### config.mk
export PLATFORM = sky130hd
export DESIGN_NAME = ccff_bitstream_loader_flat
export DESIGN_NICKNAME = d
export VERILOG_FILES = /design/src/rtl/ccff_bitstream_loader_if.sv /design/src/rtl/ccff_bitstream_loader.sv /design/src/flat_wrapper.sv
export SDC_FILE = /design/constraint.sdc
export NUM_CORES = 1
export LEC_CHECK = 0
export ABC_AREA = 1
export CAP_MARGIN = 20
export CORE_MARGIN = 10
export CORE_UTILIZATION = 30
export CTS_CLUSTER_SIZE = 10
export DETAILED_ROUTE_END_ITERATION = 10
export MAX_ROUTING_LAYER = met4
export SLEW_MARGIN = 20
export SYNTH_ARGS = -nofsm -noshare
export SYNTH_HDL_FRONTEND = slang
export SYNTH_SLANG_ARGS = --single-unit
### constraint.sdc
create_clock -name prog_clk -period 1.45 [get_ports prog_clk]
set_input_delay 0.2175 -clock prog_clk [delete_from_list [all_inputs] [get_ports prog_clk]]
set_output_delay 0.2175 -clock prog_clk [all_outputs]
set_load 0.01 [all_outputs]
### src/rtl/ccff_bitstream_loader_if.sv
// Word handshake between the SoC-side bitstream producer and the chain loader.
interface ccff_bitstream_loader_if #(
   parameter int WORD_W = 32
);
   logic [WORD_W-1:0] word_data;
   logic              word_valid;
   logic              word_ready;

   modport master (output word_data, output word_valid, input word_ready);
   modport slave  (input word_data, input word_valid, output word_ready);
endinterface

### src/rtl/ccff_bitstream_loader.sv
// Serial writer for a configuration flip-flop chain: words in, one bit per prog_clk out.
// Optional tail readback CRC enabled by defining CCFF_LOADER_TAIL_CRC_EN.
module ccff_bitstream_loader #(
   parameter int CHAIN_LEN = 1024,
   parameter int WORD_W    = 32
) (
   input  logic                    prog_clk,
   input  logic                    pReset,
   input  logic                    start,
   input  logic                    abort,
   ccff_bitstream_loader_if.slave  word_bus,
   output logic                    ccff_head,
   input  logic                    ccff_tail,
   output logic                    config_enable,
   output logic                    busy,
   output logic                    done,
   output logic                    aborted,
   output logic [15:0]             tail_crc
);
   localparam int CNT_W = $clog2(CHAIN_LEN + 1);
   localparam int IDX_W = $clog2(WORD_W);
   localparam logic [CNT_W-1:0] CNT_FULL = CNT_W'(CHAIN_LEN);
   localparam logic [IDX_W-1:0] IDX_LAST = IDX_W'(WORD_W - 1);

   typedef enum logic [1:0] {ST_IDLE, ST_FETCH, ST_SHIFT, ST_DONE} state_t;

   state_t            state, state_nxt;
   logic [WORD_W-1:0] shreg;
   logic [IDX_W-1:0]  bit_idx;
   logic [CNT_W-1:0]  bits_left;
   logic              abort_take;
   logic              word_take;

   always_ff @(posedge prog_clk) begin
      if (pReset) state <= ST_IDLE;
      else        state <= state_nxt;
   end

   always_comb begin
      state_nxt  = state;
      abort_take = 1'b0;
      word_take  = 1'b0;
      unique case (state)
         ST_IDLE: begin
            if (start) state_nxt = ST_FETCH;
         end
         ST_FETCH: begin
            if (abort) begin
               state_nxt  = ST_IDLE;
               abort_take = 1'b1;
            end else if (word_bus.word_valid) begin
               state_nxt = ST_SHIFT;
               word_take = 1'b1;
            end
         end
         ST_SHIFT: begin
            // Chain end reached mid-word: the unsent tail of the word is dropped.
            if (abort) begin
               state_nxt  = ST_IDLE;
               abort_take = 1'b1;
            end else if (bits_left == CNT_W'(1)) begin
               state_nxt = ST_DONE;
            end else if (bit_idx == IDX_LAST) begin
               state_nxt = ST_FETCH;
            end
         end
         ST_DONE: state_nxt = ST_IDLE;
         default: state_nxt = ST_IDLE;
      endcase
   end

   // Handshake outputs are pure state decodes, so no input reaches an output combinationally.
   assign word_bus.word_ready = (state == ST_FETCH);
   assign config_enable       = (state == ST_SHIFT);
   assign ccff_head           = config_enable & shreg[0];
   assign busy                = (state != ST_IDLE);
   assign done                = (state == ST_DONE);

   always_ff @(posedge prog_clk) begin
      if (pReset) begin
         shreg     <= '0;
         bit_idx   <= '0;
         bits_left <= CNT_FULL;
         aborted   <= 1'b0;
      end else begin
         aborted <= abort_take;
         case (state)
            ST_IDLE: bits_left <= CNT_FULL;
            ST_FETCH: begin
               if (word_take) begin
                  shreg   <= word_bus.word_data;
                  bit_idx <= '0;
               end
            end
            ST_SHIFT: begin
               shreg <= shreg >> 1;
               if (bit_idx != IDX_LAST)      bit_idx   <= bit_idx + IDX_W'(1);
               if (bits_left != CNT_W'(0))   bits_left <= bits_left - CNT_W'(1);
            end
            default: ;
         endcase
      end
   end

`ifdef CCFF_LOADER_TAIL_CRC_EN
   // CRC-16-CCITT, MSB-first, over the bits leaving the chain while it shifts.
   logic [15:0] crc_q;
   logic        crc_fb;

   assign crc_fb = crc_q[15] ^ ccff_tail;

   always_ff @(posedge prog_clk) begin
      if (pReset)
         crc_q <= 16'hFFFF;
      else if (state == ST_IDLE && start)
         crc_q <= 16'hFFFF;
      else if (state == ST_SHIFT)
         crc_q <= {crc_q[14:0], 1'b0} ^ (crc_fb ? 16'h1021 : 16'h0000);
   end

   assign tail_crc = crc_q;
`else
   logic unused_tail;
   assign unused_tail = ccff_tail;
   assign tail_crc    = 16'h0000;
`endif

endmodule

### src/flat_wrapper.sv
// flat-port wrapper written by rule: the top's interface ports become plain ports
module ccff_bitstream_loader_flat 
#(
   parameter int CHAIN_LEN = 1024,
   parameter int WORD_W    = 32
)
  (prog_clk, pReset, start, abort, ccff_head, ccff_tail, config_enable, busy, done, aborted, tail_crc, word_bus_word_data, word_bus_word_valid, word_bus_word_ready);
  ccff_bitstream_loader_if #(.WORD_W(WORD_W)) word_bus_i ();
  input  logic prog_clk;
  input  logic pReset;
  input  logic start;
  input  logic abort;
  output logic ccff_head;
  input  logic ccff_tail;
  output logic config_enable;
  output logic busy;
  output logic done;
  output logic aborted;
  output logic [15:0] tail_crc;
  input wire logic [$bits(word_bus_i.word_data)-1:0] word_bus_word_data;
  input wire logic [$bits(word_bus_i.word_valid)-1:0] word_bus_word_valid;
  output wire logic [$bits(word_bus_i.word_ready)-1:0] word_bus_word_ready;
  assign word_bus_i.word_data = word_bus_word_data;
  assign word_bus_i.word_valid = word_bus_word_valid;
  assign word_bus_word_ready = word_bus_i.word_ready;
  ccff_bitstream_loader #(.CHAIN_LEN(CHAIN_LEN), .WORD_W(WORD_W)) u_core (.prog_clk(prog_clk), .pReset(pReset), .start(start), .abort(abort), .word_bus(word_bus_i), .ccff_head(ccff_head), .ccff_tail(ccff_tail), .config_enable(config_enable), .busy(busy), .done(done), .aborted(aborted), .tail_crc(tail_crc));
endmodule
Word-level counts from Yosys, hierarchy flattened
Index checks and enable logic that the tools add are counted.
Widths: inputs -> output; s select.

word-level totals
  bits in registers = 51
  bits of input ports = 38

cells by class
  muxes and demuxes = 18
  reductions and logical operators = 11
  add/subtract/negate cells = 2
  equal/unequal tests = 12
  bitwise operators = 2

operators with widths
  kind                   number
  $pmux 32 s2            1
  $mux 32                1
  $pmux 11 s2            1
  $mux 2                 6
  $eq 11x1->1 const B    1
  $mux 11                1
  $reduce_bool 11->1     1
  $sub 11x1->11 const B  1
  $mux 5                 2
  $pmux 5 s2             1
  $pmux 2 s4             1
  $ne 2x2->1 const B     3
  $reduce_and 3->1       2
  $reduce_bool 2->1      3
  $add 5x1->5 const B    1
  $eq 5x5->1 const B     1
  $ne 5x5->1 const B     1
  $eq 2x2->1 const B     2
  $mux 1                 4
  $ne 4x4->1 const B     1
  $reduce_and 2->1       2
  $reduce_or 2->1        2
  $ne 3x3->1 const B     1
  $eq 2x1->1 const B     1
  other kinds (4)        4

Longest topological paths before layout
Gate-level depths: netlist (run 1).

  word-level depth = 5
  gate-level depth with buffers = 11
  gate-level depth less buffers = 11

Worst setup path before layout (run 1)
OpenSTA, ideal clock, no wires.

  path type = register to register
  start = reg u_core.state[1]
  end = reg u_core.shreg[11]
  cell stages (with the launch flop) = 10
  arrival = 1462 ps
  path slack = -148 ps
  library setup time = 137 ps
  required time = 1313 ps
  path buffers = 2
  period minus slack after synthesis = 1598 ps
  cell sequence = dfxtp_1 inv_1 ha_1 inv_1 nor2_1 nand2_1 nand2_1 buf_2 clkbuf_1 a31oi_1

between the ends
  longest elaborated chain between the ends = 4

RTL lines
  what                        RTL line                     source
  from (decl)                 ccff_bitstream_loader.sv:27  state_t state, state_nxt;
  from (signal assigned)      ccff_bitstream_loader.sv:36  else state <= state_nxt;
  $eq 2x1->1 (*)              n/a
  net word_bus_word_ready     flat_wrapper.sv:22           output wire logic [$bits(word_bus_i.word_ready)-1:0] word_bus_word_ready;
  $mux 1                      ccff_bitstream_loader.sv:43  unique case (state)
  $ne 2x1->1 (no line)        n/a
  $reduce_and 2->1 (no line)  n/a
  to (signal assigned)        ccff_bitstream_loader.sv:91  shreg <= word_bus.word_data;
  to (signal assigned)        ccff_bitstream_loader.sv:96  shreg <= shreg >> 1;
  to (decl)                   ccff_bitstream_loader.sv:28  logic [WORD_W-1:0] shreg;

Mark *: on every way through the listed nets, which the timed path passes. The rest lies on a longest branch.
A chain may end at the register's enable or synchronous reset.

Worst setup path after layout (run 1)
  start = reg u_core.state[0]
  end = reg u_core.shreg[3]

between the ends
  longest elaborated chain between the ends = 4

RTL lines
  what                        RTL line
  $eq 2x1->1                  ccff_bitstream_loader.sv:43, ccff_bitstream_loader.sv:87
  $mux 1                      ccff_bitstream_loader.sv:43
  $ne 2x1->1 (no line)        n/a
  $reduce_and 2->1 (no line)  n/a

Parallel ways exist; a longest one is shown, timed or not.

==> impl_summary.md, run 1 <==
Detailed routing
The DRC violation count after routing is 0. The remaining antenna violation count is 0. The wire length per cell after detailed routing is between 10 and 15 um.

For this run, the detailed router's first-pass iteration total came to 7. In the routed layout, each cell is associated on average with a via count of around 4.8. Summing over every cut layer, the via total after detailed routing is roughly 2,600. The initial detailed-routing violation count is between 100 and 150.

Wires add up to about 7100 um.

Critical path
At the worst endpoint, the required time is between 1500 and 2000 ps. STA classifies the critical path startpoint as a flop. The signal arrival time at the worst endpoint is between 1500 and 2000 ps. The logic depth of the worst register-to-register path is 10.

In this run the number of cells on the critical path is 10. The worst register-to-register path ends at u_core.shreg[3]$_SDFFE_PP0P_. The cell at the slowest stage of the critical path is dfxtp_2. Together, buffers and inverters on the worst path number 4. Along the worst path, the maximum fanout reaches 8. Traced cell by cell, the critical path runs through buf_6 > ha_4 > inv_4 > nor2_4 > nand2_2 > nand2_4 > buf_4 > clkbuf_16 > o21ai_1 > a31oi_1.

The worst setup path is of the flop to flop kind. The dominant delay contributor by cell family on the critical path is buffers and inverters. The type of destination of the critical path is a flop. The setup slack of the most critical reg-to-reg path is -50 ps. Following the worst setup path forward leads to its endpoint at u_core.shreg[3]$_SDFFE_PP0P_. The worst register-to-register path begins at u_core.state[0]$_SDFFE_PP0P_. The most critical setup path has its startpoint at u_core.state[0]$_SDFFE_PP0P_. The largest incremental delay on the critical path is 360 ps.

Placed design
The post-place instance area is 0.00327 sq mm. The final weighted congestion in routability-driven placement is between 0.8 and 0.9. The number of buffer cells added on primary ports is 42. OpenSTA, run right after detailed placement, puts the worst setup slack at -160 ps.

The placed wire-length estimate after detailed placement is 4530 um.

GRT
The global-route usage over all layers is 0.113. The wire length of the first global-routing pass is ~12,000 um. The initial antenna violation count is 0. Global routing finished with a remaining overflow of 0. The via count of the first global-routing pass was ~2,500. The largest net degree at the start of global routing is 29.

Timing
The achievable clock frequency is 667 MHz. The final number of max-transition violations is 0. For the finished layout, the period the worst path requires is 1500 ps. Clock skew on the completed layout was measured at 8.86 ps. The final setup violation count is 31. The final hold violation count is 0.

The final critical-path share of the clock period is 1.03. Summed over all failing endpoints, the final setup total negative slack is -605 ps. The minimum setup slack in the final design is -48.5 ps. On the final layout, the worst hold slack is 469 ps. Setup repair after global routing could not meet its margin everywhere.

Power
Across the VDD grid, the largest voltage drop is between 0.4 and 0.5 mV. The total power is around 0.0033 W. The cell area power density is around 850 mW/mm^2.

The total leakage power is roughly 1.6 nW.

Job
The tool flagged a number of max-cap violations equal to 0.

Clocking
TritonCTS built the clock tree. The root buffer cell is clkbuf_8. The sink count of the clock tree is 51. The clock edge transition at the registers on the reported setup and hold paths is around 100 ps. In this run the number of H-tree levels came out at 2. The worst-skew pair later-pin latency is a little over 300 ps.

The number of clock buffers added by TritonCTS is 5. The clock passes through at most 2 buffers.

Die
In this run the vertical extent of the chip is 113 um. After floorplanning, the core was divided into 33 placement rows. For this configuration, the core starts out at a cell density of 0.311. The floorplan step set the die width to approximately 110 um. 60 I/O pins were placed.

The total area inside the core boundary comes to 0.00830 sq mm. The total die area is about 0.013 sq mm.

Synth
After technology mapping, the gate count stands at 363. The proportion of register bits with asynchronous set or reset after synthesis is 0. After synthesis the cells add up to ~0.0026 sq mm.

The count of distinct cell types in the synthesized netlist is 26. The synthesized design contains between 50 and 60 register bits. For this run, the leading register cell type out of synthesis is dfxtp_1. After synthesis, the mean cell area works out to between 7 and 8 sq um.

The register area share after synthesis is 0.395. The number of synthesis warnings is 0. The number of synthesized flops with an enable pin is 0.

Cells and area
The multi-input combinational cells in the finished layout cover a total of approximately 0.0015 sq mm. The final cell area excluding filler cells is about 0.0038 sq mm. After the last flow step, the layout net total stands at between 400 and 500.

The number of fill cells in the layout is ~840. The area growth from synthesis to layout is 47.5%. 0 antenna diodes ended up in the layout. Of the cells placed in the final design, the portion with a size suffix greater than 1 is 0.260. In the final layout, flip-flops and latches occupy slightly above 0.001 sq mm.

Status
The final reports fail on negative setup slack. The flow ran to the end, but the final reports show violations.

Min path
The path class of the tightest hold or removal check is input port to flop. The startpoint of the lowest-slack hold path is word_bus_word_data[18].
==> per-layer routing <==
metal | up-vias | track usage | routed length [um]
li1 | 1322 | - | -
met1 | 1200 | 0.140 | 3390
met2 | 68 | 0.179 | 3250
met3 | 7 | 0.0285 | 413
met4 | 0 | 0.0279 | 63
met5 | - | - | 0
==> worst register-to-register path, cell delays in order (launching register included) <==
cell	delay [ps]
dfxtp_2	360
buf_6	100
ha_4	140
inv_4	40
nor2_4	100
nand2_2	80
nand2_4	110
buf_4	160
clkbuf_16	160
o21ai_1	60
a31oi_1	130
==> final cells by class <==
class                      count  share of cell area
inverter                      25              0.0272
clock buffer                   5              0.0181
clock inverter                 3             0.00492
multi-input combinational    267               0.401
tap                          105              0.0345
sequential                    51               0.270
timing repair buffer          87               0.245
==> metrics by stage <==
step | utilization | std cells
floorplan | - | 378
global placement | 0.394 | 519
detailed placement | 0.394 | 519
CTS | 0.438 | 539
global route | 0.459 | 543
finish | 0.459 | 543
==> flip-flops by register name, indices dropped and copies added, names as in the netlist <==
signal and flops:
u_core.aborted 1, u_core.bit_idx 5, u_core.bits_left 11, u_core.shreg 32, u_core.state 2
==> cell usage after synthesis (2+ instances only) <==
library cell | number | share of area
buf_1 | 2 | 0.0029
nand2_2 | 3 | 0.0073
clkbuf_1 | 9 | 0.013
buf_2 | 7 | 0.014
nor3_1 | 8 | 0.015
o21ai_0 | 38 | 0.074
dfxtp_1 | 51 | 0.40
a21oi_1 | 13 | 0.025
inv_1 | 24 | 0.035
nand2_1 | 95 | 0.14
nand2_4 | 2 | 0.0087
a31oi_1 | 31 | 0.075
buf_4 | 16 | 0.046
ha_1 | 9 | 0.044
nand3_1 | 14 | 0.027
nor3b_1 | 2 | 0.0058
nor2_1 | 30 | 0.044
==> kinds of logic after synthesis <==
| logic type | count (synthesis) | synth area share |
|---|---|---|
| compound gates | 85 | 0.187 |
| xor+xnor | 1 | 0.00339 |
| fa+ha+maj | 9 | 0.0436 |
| buf+inv | 60 | 0.117 |
| flops | 51 | 0.395 |
| other cells | 1 | 0.00145 |
| simple gates | 156 | 0.253 |
==> where the power goes <==
| part | switching (W) | internal, W | total [W] | leakage (nW) |
|---|---|---|---|---|
| registers | 0.0000667 | 0.00149 | 0.00156 | 0.417 |
| logic | 0.000419 | 0.000434 | 0.000853 | 1.15 |
| clock network | 0.000499 | 0.000341 | 0.000840 | 0.0483 |
| total | 0.000985 | 0.00227 | 0.00325 | 1.62 |
==> timing repair <==
item                       CTS  global route
hold buffers                 0             0
buffers inserted             7             2
pin swaps                    6             8
setup endpoints to repair   53            54
cloned                       5             2
resized for setup           85            37
==> cell usage in the layout (no fill, tap or decap), types with 3 or more instances in the layout <==
master / Yosys / layout
buf_4: 16 / 29
inv_4: 0 / 4
nand2_1: 95 / 89
nor3_1: 8 / 7
inv_1: 24 / 17
ha_1: 9 / 3
nor2_1: 30 / 26
a31oi_1: 31 / 31
nor2_2: 1 / 4
dfxtp_2: 0 / 3
clkbuf_8: 0 / 5
o21ai_2: 0 / 15
buf_2: 7 / 3
clkdlybuf4s50_1: 0 / 37
nand3_1: 14 / 13
a21oi_1: 13 / 11
buf_12: 0 / 3
buf_16: 0 / 5
conb_1: 1 / 16
ha_4: 0 / 4
o21ai_1: 0 / 20
dfxtp_1: 51 / 47
nand2_2: 3 / 7
inv_2: 1 / 4
buf_6: 1 / 6
==> worst min path at each step <==
stage,cells after the start,end,slack [ps]
CTS,3,u_core.shreg[13]$_SDFFE_PP0P_,470
global placement,2,u_core.bits_left[10]$_SDFFE_PP1P_,450
floorplan,2,u_core.aborted$_SDFF_PP0_,330
finish,3,u_core.shreg[18]$_SDFFE_PP0P_,470
global route,3,u_core.shreg[7]$_SDFFE_PP0P_,480
detailed placement,2,u_core.shreg[27]$_SDFFE_PP0P_,460
Note: power is estimated with default switching activity, not from simulation.
==> run 2, diff against run 1 <==
--- a/config.mk
+++ b/config.mk
@@ -7,6 +7,7 @@
 export LEC_CHECK = 0
 export ABC_AREA = 1
 export CAP_MARGIN = 20
+export CORE_ASPECT_RATIO = 1.75
 export CORE_MARGIN = 10
 export CORE_UTILIZATION = 30
 export CTS_CLUSTER_SIZE = 10
==> run 2 against run 1 <==
Against the previous run: the flow still finishes with violations (negative setup slack); non-clock buffer count is 4 higher; cell count grew 2.8%; global-route usage increased by 0.82 points; largest power group unchanged; largest cell class unchanged; count of clock-buffer cells in the layout up 1; highest routed layer unchanged; sequential cell count stayed put; critical path type unchanged; power is 21% higher; register-to-register slack about the same; critical path depth is 1 lower; setup slack worse by 7.7 ps.
==> impl_summary.md, run 2 (synthesis gave the netlist of run 1 again) <==
Detailed routing
The total iterations of the first detailed-routing run is 4 (-3). The remaining antenna violation count is 0 (unchanged). The total via count in the routed design is 2,677 (+3.1%). The via density per instance is 4.80 (+0.31%). The DRC violation count after routing is 0 (unchanged). The wire length per cell after detailed routing is 14.1 um (+7.3%).

The initial detailed-routing violation count is 155 (+26%). The post-detailed-routing wire length is 7840 um (+10%).

Timing
Setup repair after global routing could not meet its margin everywhere. The minimum setup slack in the final design was -56.2 ps (-7.68 ps). The achievable clock frequency is 664 MHz (-0.51%). The final setup violation count is 19 (-39%). The setup TNS after final layout is -571 ps (+34.2 ps). The shortest clock period the worst path allows after layout came to 1510 ps (+7.68 ps). The final critical-path share of the clock period is 1.04 (+0.00530).

The final hold violation count came to 0 (unchanged). The setup skew after layout is 8.39 ps (-0.473 ps). The final number of max-transition violations is 0 (unchanged).

Cells and area
The largest registers in the layout are u_core.shreg x32, u_core.bits_left x11, u_core.bit_idx x5. The fraction of layout instances using a drive strength above 1 is 0.314 (+0.0535). The count of nets after finishing is 489 (+1.0%). Leaving out fill and tap cells, the most frequent cell in the layout is nand2_1. The number of inserted diodes was 0 (unchanged). The signed area change from the synthesized netlist to the final layout is 59.7%. More flip-flops sit in one register than any other, and that register is u_core.shreg. The final cell count without fillers is 558 (+2.8%). The flip-flop count of the largest register, all copies and words added is 32 (unchanged). In the layout the commonest cells are nand2_1 (86), dfxtp_1 (47), clkdlybuf4s50_1 (37). The number of fill cells in the layout was 798 (-4.7%). The post-route core utilization came to 0.493 (+0.0339).

Critical path
The critical setup path kind is flop to flop. The required time at the endpoint of the critical path is 1670 ps (-20 ps). By instance count, the cell type seen most on the critical path is buf_6. The type of destination of the critical path is a flop. The buffers plus inverters on the worst setup path is 5 (+1). The slowest stage of the critical path is the dfxtp_4 cell. The launch instance of the worst register-to-register path is u_core.state[0]$_SDFFE_PP0P_.

The signal arrival time at the worst endpoint is 1720 ps (about the same). The setup slack of the most critical reg-to-reg path is -60 ps (about the same). The dominant delay contributor by cell family on the critical path is buffers and inverters.

The largest incremental delay on the critical path was 390 ps (+30 ps). STA classifies the critical path startpoint as a flop. The maximum fanout along the worst path is 8 (unchanged).

The logic depth of the worst register-to-register path came to 9 (-1). The signal on the critical path passes through inv_4 > ha_4 > buf_6 > nand2_4 > nand2_8 > buf_8 > buf_6 > buf_16 > a31oi_1. In this run the critical register-to-register path is captured at u_core.shreg[25]$_SDFFE_PP0P_.

Clocking
The clock edge transition at the registers on the reported setup and hold paths is 70 ps (-30 ps). The TritonCTS clock tree is done. The maximum root-to-sink buffer count was 2 (unchanged). The count of hold buffers inserted by post-cts repair is 0 (unchanged). The root buffer cell is clkbuf_16. The worst-skew pair later-pin latency is 290 ps (-20 ps).

The TritonCTS buffer count is 5 (unchanged). The sink count of the clock tree is 51 (unchanged). The count of H-tree levels built during CTS is 2 (unchanged).

Die
The starting utilization of the core area is 0.309 (-0.00256). The total die area is 0.0129 sq mm (+1.1%). The core footprint is 0.00837 sq mm (+0.83%). The width of the die is 90.2 um (-20%). The number of placement rows came to 44 (+33%). The total I/O pin count was 60 (unchanged). The vertical extent of the die is 143 um (+27%).

Power
The highest ir drop seen on vdd is 0.581 mV (+22%). The cell area power density is 951 mW/mm^2 (+11%). The total leakage power was 1.73 nW (+7.2%).

Min path
The startpoint of the lowest-slack hold path is u_core.bits_left[10]$_SDFFE_PP1P_. The terminating pin of the worst hold path is u_core.bits_left[10]$_SDFFE_PP1P_. The worst hold path belongs to the class flop to flop. The cell depth of the worst min-delay path is 2 (-1).

Placed design
The placed instance count is 525 (+1.2%). The placed wire-length estimate after detailed placement is 4820 um (+6.4%). The number of buffer cells added on primary ports is 42 (unchanged). The final weighted congestion in routability-driven placement is 0.857 (+7.0%).

GRT
The global-route usage over all layers was 0.121 (+0.00824). The initial antenna violation count is 0 (unchanged). The final global-route overflow total came to 0 (unchanged). The wire length of the first global-routing pass is 12,700 um (+5.9%). The via count of the first global-routing pass is 2,689 (+6.1%). The largest net degree at the start of global routing is 19 (-34%).

Job
The number of violations of the max-capacitance limit was 0 (unchanged).

Status
The run finished, with violations left. The final reports fail on negative setup slack.
==> run 2: changes by cell type in the layout (fill, tap and decap cells not counted), moves of 4 or more <==
cell / delta
a31oi_1: -7
o21ai_0: +5
o21ai_1: -13
buf_6: +5
o21ai_2: +9
a31oi_4: +5
nand2_4: +5
clkbuf_8: -4
==> run 2: tightest hold or removal path, cell delays in order, from the launching register on <==
cell and delay (ps):
dfxtp_1 330, o21ai_1 60, nand2_1 50
==> run 2: where the power goes <==
group / total, W / switching, W / internal, W / leakage, nW
Clock: 0.00141 / 0.000542 / 0.000869 / 0.0875
Sequential: 0.00157 / 0.0000759 / 0.00149 / 0.417
Combinational: 0.000943 / 0.000466 / 0.000477 / 1.23
Total: 0.00392 / 0.00108 / 0.00284 / 1.73
==> run 2: worst max path at each step <==
stage	from	endpoint	slack (ps)	cells past startpoint
2_1_floorplan	u_core.state[1]$_SDFFE_PP0P_	u_core.shreg[4]$_SDFFE_PP0P_	-4	10
3_3_place_gp	abort	u_core.bit_idx[3]$_SDFFE_PP0P_	-130	9
3_5_place_dp	abort	u_core.bit_idx[3]$_SDFFE_PP0P_	-140	9
4_1_cts	u_core.bits_left[0]$_SDFFE_PP0P_	u_core.bits_left[0]$_SDFFE_PP0P_	-60	9
5_1_grt	u_core.state[0]$_SDFFE_PP0P_	u_core.bits_left[8]$_SDFFE_PP0P_	-130	9
6_report	u_core.state[0]$_SDFFE_PP0P_	u_core.shreg[25]$_SDFFE_PP0P_	-60	9
==> run 2: cell type report <==
class | instances | area (sq um) | area share
Inverter | 25 | 114 | 0.0276
Timing Repair Buffer | 91 | 951 | 0.230
Tap cell | 115 | 144 | 0.0349
Clock buffer | 6 | 139 | 0.0337
Sequential cell | 51 | 1030 | 0.250
Clock inverter | 2 | 38.8 | 0.00940
Multi-Input combinational cell | 268 | 1710 | 0.414
==> run 2: through the flow <==
stage                     instance area, sq um  hold WS [ps]  power [W]  setup WS (ps)
final                                     4130           463    0.00392          -56.2
after floorplan                           2670           331    0.00200          -3.74
after detailed placement                  3230           462    0.00221           -144
after global placement                    3230           450    0.00220           -133
after CTS                                 3790           473    0.00381          -59.3
after global routing                      4130           497    0.00409           -131
==> run 2: what timing repair did <==
action / in CTS / in global routing
endpoints found under the setup margin: 54 / 51
resized for setup: 83 / 77
pin swaps: 22 / 25
buffers inserted: 14 / 8
gates cloned: 7 / 0
==> run 2: routing by layer <==
layer,part of all wire,global-route usage,up-vias
li1,-,-,1336
met1,0.40,0.122,1272
met2,0.55,0.228,59
met3,0.038,0.0268,10
met4,0.016,0.0362,0
met5,0,-,-
==> run 3, diff against run 2 <==
--- a/config.mk
+++ b/config.mk
@@ -12,6 +12,7 @@
 export CORE_UTILIZATION = 30
 export CTS_CLUSTER_SIZE = 10
 export DETAILED_ROUTE_END_ITERATION = 10
+export HOLD_SLACK_MARGIN = 0.1
 export MAX_ROUTING_LAYER = met4
 export SLEW_MARGIN = 20
 export SYNTH_ARGS = -nofsm -noshare
==> results of run 3 <==
The final DEF is identical to that of run 2; final timing and power are the same.
